## src/rtl/mandel_pkg.sv

```systemverilog
// rtl/mandel_pkg.sv - shared states, frame defaults and saturation helper
package mandel_pkg;

  localparam int DEF_H_RES  = 640;
  localparam int DEF_V_RES  = 480;
  localparam int DEF_DATA_W = 8;
  localparam int XY_W       = 12;

  typedef enum logic [2:0] {
    ST_IDLE,
    ST_ISSUE,
    ST_ARM,
    ST_WAIT,
    ST_WRITE,
    ST_DONE
  } disp_state_t;

  // Largest value a data_w-bit pixel can hold; iterations at or above it clip.
  function automatic logic [63:0] sat_max(input int data_w);
    return (64'd1 << data_w) - 64'd1;
  endfunction

endpackage

```

## src/rtl/point_dispatcher_if.sv

```systemverilog
// rtl/point_dispatcher_if.sv - frame control, generator and framebuffer signals
interface point_dispatcher_if
  import mandel_pkg::*;
#(
  parameter int HBI    = 32,
  parameter int ADDR_W = 19,
  parameter int DATA_W = DEF_DATA_W
);
  logic              frame_go;
  logic              busy;
  logic              frame_done;
  logic              gen_start;
  logic [XY_W-1:0]   gen_x;
  logic [XY_W-1:0]   gen_y;
  logic              gen_ready;
  logic [HBI-1:0]    gen_iteration;
  logic              fb_we;
  logic [ADDR_W-1:0] fb_addr;
  logic [DATA_W-1:0] fb_data;
  logic              fb_ack;
  logic              timeout_flag;

  modport master (
    input  frame_go, gen_ready, gen_iteration, fb_ack,
    output busy, frame_done, gen_start, gen_x, gen_y,
           fb_we, fb_addr, fb_data, timeout_flag
  );

  modport slave (
    output frame_go, gen_ready, gen_iteration, fb_ack,
    input  busy, frame_done, gen_start, gen_x, gen_y,
           fb_we, fb_addr, fb_data, timeout_flag
  );
endinterface

```

## src/rtl/raster_counter.sv

```systemverilog
// rtl/raster_counter.sv - raster-order x/y/linear-address counters
module raster_counter
  import mandel_pkg::*;
#(
  parameter int H_RES  = DEF_H_RES,
  parameter int V_RES  = DEF_V_RES,
  parameter int ADDR_W = 19
) (
  input  logic              CLK,
  input  logic              RST,
  input  logic              clear,
  input  logic              advance,
  output logic [XY_W-1:0]   x,
  output logic [XY_W-1:0]   y,
  output logic [ADDR_W-1:0] addr,
  output logic              last
);

  logic x_end;

  assign x_end = (x == XY_W'(H_RES - 1));
  assign last  = x_end && (y == XY_W'(V_RES - 1));

  // Address counts alongside x/y so no y*H_RES multiply is needed.
  always_ff @(posedge CLK or posedge RST) begin
    if (RST) begin
      x    <= '0;
      y    <= '0;
      addr <= '0;
    end else if (clear) begin
      x    <= '0;
      y    <= '0;
      addr <= '0;
    end else if (advance) begin
      addr <= addr + ADDR_W'(1);
      if (x_end) begin
        x <= '0;
        y <= y + XY_W'(1);
      end else begin
        x <= x + XY_W'(1);
      end
    end
  end

endmodule

```

## src/rtl/point_dispatcher.sv

```systemverilog
// rtl/point_dispatcher.sv - per-pixel generator start and framebuffer write sequencer (option: DISPATCH_TIMEOUT_EN)
module point_dispatcher
  import mandel_pkg::*;
#(
  parameter int HBI            = 32,
  parameter int H_RES          = DEF_H_RES,
  parameter int V_RES          = DEF_V_RES,
  parameter int ADDR_W         = 19,
  parameter int DATA_W         = DEF_DATA_W,
  parameter int TIMEOUT_CYCLES = 4096
) (
  input  logic CLK,
  input  logic RST,
  point_dispatcher_if.master bus
);

  localparam logic [HBI-1:0] SAT_LIMIT = HBI'(sat_max(DATA_W));

  disp_state_t       state, state_nx;
  logic              ctr_clear, ctr_advance, ctr_last;
  logic [XY_W-1:0]   x, y;
  logic [ADDR_W-1:0] addr;
  logic              load_data;
  logic [DATA_W-1:0] data_d, data_q;

  raster_counter #(
    .H_RES  (H_RES),
    .V_RES  (V_RES),
    .ADDR_W (ADDR_W)
  ) u_raster (
    .CLK     (CLK),
    .RST     (RST),
    .clear   (ctr_clear),
    .advance (ctr_advance),
    .x       (x),
    .y       (y),
    .addr    (addr),
    .last    (ctr_last)
  );

`ifdef DISPATCH_TIMEOUT_EN
  localparam int CNT_W = $clog2(TIMEOUT_CYCLES + 1);
  logic [CNT_W-1:0] wait_cnt;
  logic             timeout_hit;
  logic             timeout_q;
`endif

  // State register.
  always_ff @(posedge CLK or posedge RST) begin
    if (RST) state <= ST_IDLE;
    else     state <= state_nx;
  end

  // Next state plus counter and data-latch strobes.
  always_comb begin
    state_nx    = state;
    ctr_clear   = 1'b0;
    ctr_advance = 1'b0;
    load_data   = 1'b0;
    data_d      = (bus.gen_iteration >= SAT_LIMIT) ? '1 : bus.gen_iteration[DATA_W-1:0];
`ifdef DISPATCH_TIMEOUT_EN
    timeout_hit = 1'b0;
`endif
    case (state)
      ST_IDLE: begin
        if (bus.frame_go) begin
          ctr_clear = 1'b1;
          state_nx  = ST_ISSUE;
        end
      end
      ST_ISSUE: state_nx = ST_ARM;
      // gen_ready may still be high from the previous pixel here.
      ST_ARM:   state_nx = ST_WAIT;
      ST_WAIT: begin
        if (bus.gen_ready) begin
          load_data = 1'b1;
          state_nx  = ST_WRITE;
        end
`ifdef DISPATCH_TIMEOUT_EN
        else if (wait_cnt == CNT_W'(TIMEOUT_CYCLES - 1)) begin
          load_data   = 1'b1;
          data_d      = '1;
          timeout_hit = 1'b1;
          state_nx    = ST_WRITE;
        end
`endif
      end
      ST_WRITE: begin
        if (bus.fb_ack) begin
          if (ctr_last) begin
            state_nx = ST_DONE;
          end else begin
            ctr_advance = 1'b1;
            state_nx    = ST_ISSUE;
          end
        end
      end
      ST_DONE:  state_nx = ST_IDLE;
      default:  state_nx = ST_IDLE;
    endcase
  end

  // Pixel value held from the WAIT exit until the write is acked.
  always_ff @(posedge CLK or posedge RST) begin
    if (RST)            data_q <= '0;
    else if (load_data) data_q <= data_d;
  end

`ifdef DISPATCH_TIMEOUT_EN
  // Watchdog: zeroed in ARM (the only way into WAIT), counts while waiting.
  always_ff @(posedge CLK or posedge RST) begin
    if (RST)                    wait_cnt <= '0;
    else if (state == ST_ARM)   wait_cnt <= '0;
    else if (state == ST_WAIT)  wait_cnt <= wait_cnt + CNT_W'(1);
  end

  // Sticky timeout flag, cleared when a new frame is accepted.
  always_ff @(posedge CLK or posedge RST) begin
    if (RST)              timeout_q <= 1'b0;
    else if (ctr_clear)   timeout_q <= 1'b0;
    else if (timeout_hit) timeout_q <= 1'b1;
  end

  assign bus.timeout_flag = timeout_q;
`else
  // Watchdog limit has no effect in this build.
  logic unused_timeout_cfg;
  assign unused_timeout_cfg = (TIMEOUT_CYCLES != 0);
  assign bus.timeout_flag   = 1'b0;
`endif

  assign bus.busy       = (state != ST_IDLE);
  assign bus.gen_start  = (state == ST_ISSUE);
  assign bus.fb_we      = (state == ST_WRITE);
  assign bus.frame_done = (state == ST_DONE);
  assign bus.gen_x      = x;
  assign bus.gen_y      = y;
  assign bus.fb_addr    = addr;
  assign bus.fb_data    = data_q;

endmodule
```

## src/flat_wrapper.sv

```systemverilog
// flat-port wrapper written by rule: the top's interface ports become plain ports
module point_dispatcher_flat import mandel_pkg::*;
#(
  parameter int HBI            = 32,
  parameter int H_RES          = DEF_H_RES,
  parameter int V_RES          = DEF_V_RES,
  parameter int ADDR_W         = 19,
  parameter int DATA_W         = DEF_DATA_W,
  parameter int TIMEOUT_CYCLES = 4096
)
  (CLK, RST, bus_frame_go, bus_gen_ready, bus_gen_iteration, bus_fb_ack, bus_busy, bus_frame_done, bus_gen_start, bus_gen_x, bus_gen_y, bus_fb_we, bus_fb_addr, bus_fb_data, bus_timeout_flag);
  point_dispatcher_if #(.HBI(HBI), .ADDR_W(ADDR_W), .DATA_W(DATA_W)) bus_i ();
  input  logic CLK;
  input  logic RST;
  input wire logic [$bits(bus_i.frame_go)-1:0] bus_frame_go;
  input wire logic [$bits(bus_i.gen_ready)-1:0] bus_gen_ready;
  input wire logic [$bits(bus_i.gen_iteration)-1:0] bus_gen_iteration;
  input wire logic [$bits(bus_i.fb_ack)-1:0] bus_fb_ack;
  output wire logic [$bits(bus_i.busy)-1:0] bus_busy;
  output wire logic [$bits(bus_i.frame_done)-1:0] bus_frame_done;
  output wire logic [$bits(bus_i.gen_start)-1:0] bus_gen_start;
  output wire logic [$bits(bus_i.gen_x)-1:0] bus_gen_x;
  output wire logic [$bits(bus_i.gen_y)-1:0] bus_gen_y;
  output wire logic [$bits(bus_i.fb_we)-1:0] bus_fb_we;
  output wire logic [$bits(bus_i.fb_addr)-1:0] bus_fb_addr;
  output wire logic [$bits(bus_i.fb_data)-1:0] bus_fb_data;
  output wire logic [$bits(bus_i.timeout_flag)-1:0] bus_timeout_flag;
  assign bus_i.frame_go = bus_frame_go;
  assign bus_i.gen_ready = bus_gen_ready;
  assign bus_i.gen_iteration = bus_gen_iteration;
  assign bus_i.fb_ack = bus_fb_ack;
  assign bus_busy = bus_i.busy;
  assign bus_frame_done = bus_i.frame_done;
  assign bus_gen_start = bus_i.gen_start;
  assign bus_gen_x = bus_i.gen_x;
  assign bus_gen_y = bus_i.gen_y;
  assign bus_fb_we = bus_i.fb_we;
  assign bus_fb_addr = bus_i.fb_addr;
  assign bus_fb_data = bus_i.fb_data;
  assign bus_timeout_flag = bus_i.timeout_flag;
  point_dispatcher #(.HBI(HBI), .H_RES(H_RES), .V_RES(V_RES), .ADDR_W(ADDR_W), .DATA_W(DATA_W), .TIMEOUT_CYCLES(TIMEOUT_CYCLES)) u_core (.CLK(CLK), .RST(RST), .bus(bus_i));
endmodule
```

## config.mk

```make
export PLATFORM = sky130hd
export DESIGN_NAME = point_dispatcher_flat
export DESIGN_NICKNAME = d
export VERILOG_FILES = /design/src/rtl/mandel_pkg.sv /design/src/rtl/point_dispatcher_if.sv /design/src/rtl/raster_counter.sv /design/src/rtl/point_dispatcher.sv /design/src/flat_wrapper.sv
export SDC_FILE = /design/constraint.sdc
export NUM_CORES = 1
export LEC_CHECK = 0
export BUFFER_PORTS_ARGS = -buffer_cell sky130_fd_sc_hd__buf_2
export CAP_MARGIN = 10
export CORE_MARGIN = 1
export CORE_UTILIZATION = 45
export CTS_CLUSTER_DIAMETER = 80
export DETAILED_ROUTE_END_ITERATION = 7
export HOLD_SLACK_MARGIN = 0.1
export PLACE_DENSITY = 0.69
export SETUP_SLACK_MARGIN = 0.1
export SLEW_MARGIN = 20
export SYNTH_ARGS = -nofsm -noshare
export SYNTH_HDL_FRONTEND = slang
export SYNTH_HIERARCHICAL = 1
export SYNTH_SLANG_ARGS = --single-unit
```

## constraint.sdc

```tcl
create_clock -name CLK -period 5.5 [get_ports CLK]
set_input_delay 0.55 -clock CLK [delete_from_list [all_inputs] [get_ports CLK]]
set_output_delay 0.55 -clock CLK [all_outputs]
set_load 0.02 [all_outputs]
```

# Word-level counts from Yosys, hierarchy flattened
# Cells that the tools add are included.
# Widths: inputs -> output; s select.
op_classes:
  n_addsub: 3
  magnitude_cmp: 1
  n_eq_ne: 10
  muxes: 21
  reduce_logical: 7
op_table:
  columns: ["cell", "n"]
  rows:
  - ["$mux 12", 6]
  - ["$mux 19", 2]
  - ["$ge 32x8->1 const B", 1]
  - ["$add 12x1->12 const B", 2]
  - ["$add 19x1->19 const B", 1]
  - ["$pmux 3 s5", 1]
  - ["$eq 12x10->1 const B", 1]
  - ["$eq 12x9->1 const B", 1]
  - ["$mux 3", 4]
  - ["$mux 8", 1]
  - ["$mux 1", 7]
  - ["$eq 3x2->1 const B", 2]
  - ["$eq 3x3->1 const B", 2]
  - ["$ne 2x2->1 const B", 3]
  - ["$reduce_bool 2->1", 2]
  - ["$eq 3x1->1 const B", 1]
  - ["$logic_not 3->1", 1]
  - ["$reduce_and 3->1", 1]
  - ["$reduce_bool 3->1", 1]
  - ["$reduce_and 2->1", 1]
  - ["$logic_and 1x1->1", 1]
totals:
  reg_bits: 54
  inputBits: 37
  out_inout_bits: 56
  wordCells: 47

# Logic depth before layout (Yosys ltp)
# Gate-level depths: netlist of the first run.
logic_depth:
  word_depth: 7
  ltp_mapped: 11
  ltp_nobuf: 10

# Cells and area by module
# The synthesis of the first run kept the hierarchy.
modules_own_cells:
  columns: ["module", "n_inst", "cells_per_inst", "area_each_um2", "seq_area_each_um2"]
  rows:
  - ["raster_counter", 1, 234, 2288.4, 1076.0]
  - ["point_dispatcher", 1, 70, 626.9, 275.3]

# Worst setup path before layout of the first run
# No wires, ideal clock.
synth_timing:
  path_kind: "register to register"
  startpoint: "register u_core.u_raster.y[0]"
  endpoint: "register u_core.u_raster.y[9]"
  setup_time_ns: 0.125
  t_arrival_ns: 2.406
  required_ns: 5.375
  slack_ns: 2.969
  stages_incl_launch_ff: 12
  path_buffers: 1
  period_less_slack_ns: 2.531
  path_cell_list: "dfrtp_1 -> ha_1 -> and4_1 -> nand2_1 -> nor3_1 -> nor2b_1 -> and2_1 -> and2_1 -> nand4_2 -> clkbuf_2 -> nor3_1 -> mux2_2"
synth_between:
  elab_chain_len: 7
  elab_cells_between_ends: 11
  cone_classes: "add/sub: 1; eq/ne: 1; mux: 6; reduce/logical: 3"
synth_rtl:
  columns: ["element", "line_no", "rtl"]
  rows:
  - ["start: declaration", "raster_counter.sv:14", "output logic [XY_W-1:0] y,"]
  - ["start signal: assignment", "raster_counter.sv:38", "y <= y + XY_W'(1);"]
  - ["$eq 12x9->1", "raster_counter.sv:22", "assign last = x_end && (y == XY_W'(V_RES - 1));"]
  - ["$logic_and 1x1->1", "raster_counter.sv:22", null]
  - ["net u_core.ctr_last", "point_dispatcher.sv:20", "logic ctr_clear, ctr_advance, ctr_last;"]
  - ["$mux 1", "point_dispatcher.sv:90", "if (ctr_last) begin"]
  - ["$mux 1", "point_dispatcher.sv:89", "if (bus.fb_ack) begin"]
  - ["$mux 1", "point_dispatcher.sv:64", "case (state)"]
  - ["net u_core.ctr_advance", "point_dispatcher.sv:20", null]
  - ["$reduce_bool 2->1 (no line)", null, null]
  - ["$reduce_and 2->1 (no line)", null, null]
# The timed path passes the listed nets, and every way through them passes these cells. The select of a mux whose other input is x is not followed.
# A chain may end at the register's enable or synchronous reset.

# Worst setup path in the final report of the first run
layout_timing:
  startpoint: "register u_core.u_raster.x[0]"
  endpoint: "register u_core.u_raster.y[11]"
layout_between:
  elab_chain_len: 7
  elab_cells_between_ends: 8
  cone_classes: "eq/ne: 1; mux: 3; reduce/logical: 4"
layout_rtl:
  columns: ["element", "line_no", "rtl"]
  rows:
  - ["start: declaration", "raster_counter.sv:13", "output logic [XY_W-1:0] x,"]
  - ["start signal: assignment", "raster_counter.sv:40", "x <= x + XY_W'(1);"]
  - ["$eq 12x10->1", "raster_counter.sv:21", "assign x_end = (x == XY_W'(H_RES - 1));"]
  - ["$logic_and 1x1->1", "raster_counter.sv:22", null]
  - ["net u_core.ctr_last", "point_dispatcher.sv:20", null]
  - ["$mux 1", "point_dispatcher.sv:90", null]
  - ["$mux 1", "point_dispatcher.sv:89", null]
  - ["$mux 1", "point_dispatcher.sv:64", null]
  - ["net u_core.ctr_advance", "point_dispatcher.sv:20", null]
  - ["$reduce_bool 2->1 (no line)", null, null]
  - ["$reduce_and 2->1 (no line)", null, null]
# The timed path passes the listed nets, and every way through them passes these cells.

==> results.toml, run 1 <==
[outcome]
status = "finished, final reports clean"

[cts]
clock-sinks = 54
cts_tree = "built"
cts_hold_buf = 0
clockBufferDepth = 2
clk_latency_ps = 320
cts_buffers = 5
cts_max_level = 2
clkTransAtPathRegs_ps = 110
cts_setup_buffers = 0
clockRootBuffer = "clkbuf_8"
ctsResizeCount = 0

[floorplan]
dieArea_sq_um = 6800
die_y_um = 82.5
die_x_um = 82.5
start_util_pct = 47.8
core_area_sq_um = 6100
io_pins = 93
rows = 28

[sta]
fin_crit_sh_pct = 58.4
rsz0062_at_grt = "false"
worstMarginPinSlew_ps = 566
clock_skew_ps = 14.4
hold_slack_ps = 217
fmax_ghz = 0.311
period_needed_ps = 3210
setup_ws_ps = 2290
slew_headroom_pct = 62.3
setup_tns_ps = 0
setup_viol = 0
slew_viol_final = 0
hold_violations = 0

[critical_path]
cp_max_fo = 22
crit_type = "register to register"
start_kind = "register"
cp.required_ps = 5750
crit_arrival_ps = 3460
crit_path_end_kind = "register"
rr_worst_depth = 10

[detailed_routing]
viasPerCell = 5.47
vias = 2547
postRouteAntennaNets = 0
drtIter0Drc = 95
drt-pass1-iter-count = 4
drc_errors = 0
wire_per_inst_um = 13.9
wirelength_um = 6480

[power]
p_int_w = 0.000583
ir_drop_mv = 0.178
p_sw_share_pct = 32.7
pwr_density_cell_nw_per_um2 = 247
power_w = 0.000866
comb_power_share_pct = 20.2
pwr-share-clk_pct = 27.1
p_switching_w = 0.000283
power_frac_seq_pct = 52.7
leakage_nw = 1.73

[global_routing]
grt_pass1_vias = 2267
overflow = 0
grt_first_pass_wirelength_um = 10400
grt_max_degree = 49
antenna_found_initial = 0
track_usage_pct = 20.1

[placement]
dp.cells = 458
dpl.hpwl_um = 4570
dp_slack_ps = 2320
routabilityCongestion = 0.780
portBuffers = 91

[synth]
async_reset_ff_share_pct = 100
synth_cell_types = 43
synthesis.nets = 344
synth_edf_count = 0
synth_warnings = 6
yosysSeqAreaShare_pct = 46.4
yosys_register_bits = 54
yosys_most_used_dff = "dfrtp_1"
syn_area_per_cell_sq_um = 9.59
syn_area_sq_um = 2920
synthCells = 304

[finish]
nNetsFinal = 430
fin_cells = 466
layout-drive-gt1-share_pct = 29.9
area_growth_pct = 20.1
n_antenna_cell = 0

[min_path]
hp-class = "input pin to async pin"

[flow_run]
maxCapViolCount = 0
[per-stage QoR]
stage / cell area, sq um / util [%]
5_1_grt: 3500 / 57.5
3_3_place_gp: 3410 / 55.9
2_1_floorplan: 2920 / -
6_report: 3500 / 57.5
4_1_cts: 3500 / 57.5
3_5_place_dp: 3410 / 55.9
[per-layer routing]
metal | track usage (%) | up-vias | share of wire (%)
met1 | 25.7 | 1217 | 44
met3 | 5.27 | 7 | 6.7
met4 | 6.38 | 0 | 1.1
met5 | 0 | - | 0
li1 | - | 1255 | -
met2 | 33.2 | 68 | 48
[critical path, stage by stage, from the launching register on]
cell,delay [ps]
dfrtp_1,450
ha_1,250
and2_1,180
nand4_1,160
nor3_1,70
nor2b_1,130
and2_1,460
and2_1,240
nand4_2,410
or4_1,640
a21oi_1,150
[flip-flops by register name (all words and copies together), names as in the netlist]
signal and cells:
u_core/u_raster/y 12, u_core/u_raster/addr 19, u_core/u_raster/x 12, u_core/bus.fb_data 8
u_core/state 3
[placed cells by master, fill, tap and decap left out, drive strengths merged, types with 5 or more instances in the layout]
master and count:
nor4 11, mux2 5, xnor2 10, dfrtp 54, buf 93, xor2 11
nor2b 7, nand2 14, a21oi 16, o21ai 9, nand3 11, and4 6
a31oi 9, clkbuf 6, inv 6, or3 9, nor3 6, nand2b 7
nand4 15, nor2 49
[cell usage after synthesis, types with 8 or more instances]
library cell	number	area (sq um)
xnor2_1	10	87.6
dfrtp_1	54	1350
nor2_1	49	184
or3_1	9	56.3
a31oi_1	9	56.3
a21oi_1	16	80.1
nor4_1	8	50.1
o21ai_0	9	45.0
nand3_1	11	55.1
nand2_1	14	52.6
xor2_1	11	96.3
nand4_1	14	87.6
[power by group through the flow]
stage	registers [W]	clock network (W)	logic [W]
2_1_floorplan	0.000452	0	0.000139
3_3_place_gp	0.000461	0	0.000175
5_1_grt	0.000462	0.000258	0.000200
6_report	0.000456	0.000234	0.000175
3_5_place_dp	0.000463	0	0.000176
4_1_cts	0.000456	0.000243	0.000177
[layout make-up]
| class | count | area (sq um) |
|---|---|---|
| clock buffer | 6 | 82.6 |
| clock inverter | 2 | 12.5 |
| fill | 565 | 2590 |
| inverter | 7 | 26.3 |
| multi-input combinational | 229 | 1470 |
| sequential | 54 | 1350 |
| tap | 75 | 93.8 |
| timing repair buffer | 93 | 470 |
[final timing paths]
check                                                  endpoint  slack (ps)                               from
setup / recovery              u_core/u_raster/y[11]$_DFFE_PP0P_        2290   u_core/u_raster/x[0]$_DFFE_PP0P_
hold / removal                      u_core/state[0]$_DFFE_PP0P_         220                                RST
setup reg to reg              u_core/u_raster/y[11]$_DFFE_PP0P_        2290   u_core/u_raster/x[0]$_DFFE_PP0P_
hold reg to reg               u_core/bus.fb_data[7]$_DFFE_PP0P_         560  u_core/bus.fb_data[7]$_DFFE_PP0P_
max in group asynchronous  u_core/u_raster/addr[18]$_DFFE_PP0P_        4740                                RST
min in group CLK                    u_core/state[0]$_DFFE_PP0P_         460                         bus_fb_ack
[cells by family (layout without fill, tap and decap cells)]
| logic type | after synthesis | in the layout | share of synthesized area [%] |
|---|---|---|---|
| fa+ha+maj | 3 | 3 | 1.29 |
| other cells | 1 | 1 | 0.129 |
| buf+inv | 21 | 108 | 3.56 |
| xor+xnor | 21 | 21 | 6.31 |
| mux | 7 | 7 | 2.62 |
| flops | 54 | 54 | 46.4 |
| simple gates | 153 | 153 | 30.0 |
| compound gates | 44 | 44 | 9.79 |
No activity file was read; power rests on OpenSTA's default activity.
==> inputs of run 2 (changes only) <==
--- a/config.mk
+++ b/config.mk
@@ -12,7 +12,7 @@
 export CTS_CLUSTER_DIAMETER = 80
 export DETAILED_ROUTE_END_ITERATION = 7
 export HOLD_SLACK_MARGIN = 0.1
-export PLACE_DENSITY = 0.69
+export PLACE_DENSITY = 0.72
 export SETUP_SLACK_MARGIN = 0.1
 export SLEW_MARGIN = 20
 export SYNTH_ARGS = -nofsm -noshare
==> constraint.sdc (replaced) <==
create_clock -name CLK -period 2.9 [get_ports CLK]
set_input_delay 0.29 -clock CLK [delete_from_list [all_inputs] [get_ports CLK]]
set_output_delay 0.29 -clock CLK [all_outputs]
set_load 0.02 [all_outputs]
==> run 2 against run 1 <==
Effect of this change: via count about the same; largest power group unchanged; flip-flop and latch count did not move; critical path type unchanged; first-iteration DRC count decreased by 7.4%; setup slack lost 2000 ps; non-clock buffer count increased by 4.
==> results.toml, run 2 (same netlist as run 1, synthesis figures left out) <==
[placement]
dp_slack_ps = 196
postPlaceCellArea_sq_um = 3430
dp.cells = 461
portBuffers = 91
routabilityCongestion = 0.790
dpl.hpwl_um = 4760

[detailed_routing]
drtIter0Drc = 88
vias = 2549
wirelength_um = 6460
drt-pass1-iter-count = 4
drc_errors = 0
postRouteAntennaNets = 0
viasPerCell = 5.42
wire_per_inst_um = 13.7

[global_routing]
grtUsageMet2_pct = 32.6
grt_pass1_vias = 2245
grt_use_met1_pct = 24.8
track_usage_pct = 19.5
antenna_found_initial = 0
grt_first_pass_wirelength_um = 10100
grt_max_degree = 48
busiest_layer = "met2"
grt_use_met3_pct = 4.84
overflow = 0

[critical_path]
crit_type = "register to register"
cp_max_fo = 6
crit_arrival_ps = 2780
cp.required_ps = 3090
crit_path_end_kind = "register"
start_kind = "register"

[finish]
area_growth_pct = 21.5
fin_cells = 470
n_antenna_cell = 0
largest_register = "u_core/u_raster/addr"
layout-drive-gt1-share_pct = 30.4
utilization_pct = 58.1
nNetsFinal = 434
final_cell_mix = "buf_2 (91), dfrtp_1 (54), nor2_1 (49), a21oi_1 (16)"
largest_reg_flops = 19
mostFrequentLayoutCell = "buf_2"
finalInstanceArea_sq_um = 3540
top_regs = "u_core/u_raster/addr x19, u_core/u_raster/x x12, u_core/u_raster/y x12"

[power]
p_sw_share_pct = 31.9
power_frac_seq_pct = 52.9
comb_power_share_pct = 20.9
p_int_w = 0.00111
leakage_nw = 1.74
pwr-share-clk_pct = 26.1
p_switching_w = 0.000520
pwr_density_cell_nw_per_um2 = 461
ir_drop_mv = 0.229

[floorplan]
rows = 28
core_area_sq_um = 6100
die_y_um = 82.5
io_pins = 93
dieArea_sq_um = 6800
die_x_um = 82.5
start_util_pct = 47.8

[cts]
clk_latency_ps = 300
clkTransAtPathRegs_ps = 90
clock-sinks = 54
cts_setup_buffers = 0
clockBufferDepth = 2
cts_max_level = 2
cts_buffers = 5
cts_tree = "built"
clockRootBuffer = "clkbuf_8"

[sta]
hold_violations = 0
fin_crit_sh_pct = 89.1
worstMarginPinSlew_ps = 712
setup_viol = 0
slew_headroom_pct = 52.3
setup_ws_ps = 316
rsz0062_at_grt = "false"
fmax_ghz = 0.387
slew_viol_final = 0
period_needed_ps = 2580
setup_tns_ps = 0
clock_skew_ps = 6.46

[flow_run]
maxCapViolCount = 0

[min_path]
hp-class = "input pin to register"

[outcome]
status = "finished, final reports clean"
[run 2: cell count changes in the layout (fill, tap and decap cells not counted)]
cell / previous run / this run
buf_4: 2 / 5
and2_1: 4 / 3
and2_4: 0 / 1
clkbuf_1: 0 / 1
clkinvlp_4: 1 / 0
dlygate4sd3_1: 0 / 1
nand4_2: 1 / 0
nand4_4: 0 / 1
[run 2: metal layers]
metal / wire (um) / vias up
met4: 63 / 0
met3: 403 / 5
met2: 3090 / 61
met1: 2910 / 1218
li1: - / 1265
met5: 0 / -
[run 2: area by class of cell]
cell class	count	area [sq um]
fill	594	2550
multi-input combinational	229	1480
sequential	54	1350
timing repair buffer	97	503
tap	75	93.8
clock buffer	7	86.3
inverter	7	26.3
clock inverter	1	5.00
[run 2: repair_timing]
item | CTS | global route
gates resized for setup | 0 | 2
hold buffers | 1 | 0
hold endpoints to repair | 30 | 0
endpoints found under the setup margin | 0 | 8
[run 2: power by group through the flow]
stage	Combinational (W)	Clock, W	Sequential (W)
detailed placement	0.000343	0	0.000878
CTS	0.000345	0.000444	0.000863
finish	0.000341	0.000426	0.000864
global route	0.000379	0.000476	0.000872
global placement	0.000339	0	0.000873
floorplan	0.000265	0	0.000858
[run 2: critical path, cell delays in order (launching register included)]
cell,delay [ps]
dfrtp_1,440
ha_1,250
and2_1,200
nand4_1,150
nor3_1,70
nor2b_1,130
and2_4,180
o2111ai_4,180
nor4_4,450
nand3_1,130
mux2_2,280
[run 2: through the flow]
stage	total power, W	hold slack, ps
CTS	0.00165	221
detailed placement	0.00122	313
finish	0.00163	224
floorplan	0.00112	142
global placement	0.00121	310
global route	0.00173	215
[run 2: path summary, 6_finish.rpt]
kind                                                   startpoint                                    to  slack (ps)  depth (start not counted)
worst max-delay path             u_core/u_raster/x[0]$_DFFE_PP0P_  u_core/u_raster/addr[13]$_DFFE_PP0P_         320                         10
worst min-delay path                                bus_gen_ready           u_core/state[1]$_DFFE_PP0P_         220                          2
worst max register to register   u_core/u_raster/x[0]$_DFFE_PP0P_  u_core/u_raster/addr[13]$_DFFE_PP0P_         320                         10
worst min register to register  u_core/bus.fb_data[1]$_DFFE_PP0P_     u_core/bus.fb_data[1]$_DFFE_PP0P_         560                          2
max in group asynchronous                                     RST   u_core/u_raster/addr[1]$_DFFE_PP0P_        1600                          4
min in group asynchronous                                     RST     u_core/bus.fb_data[0]$_DFFE_PP0P_         530                          3
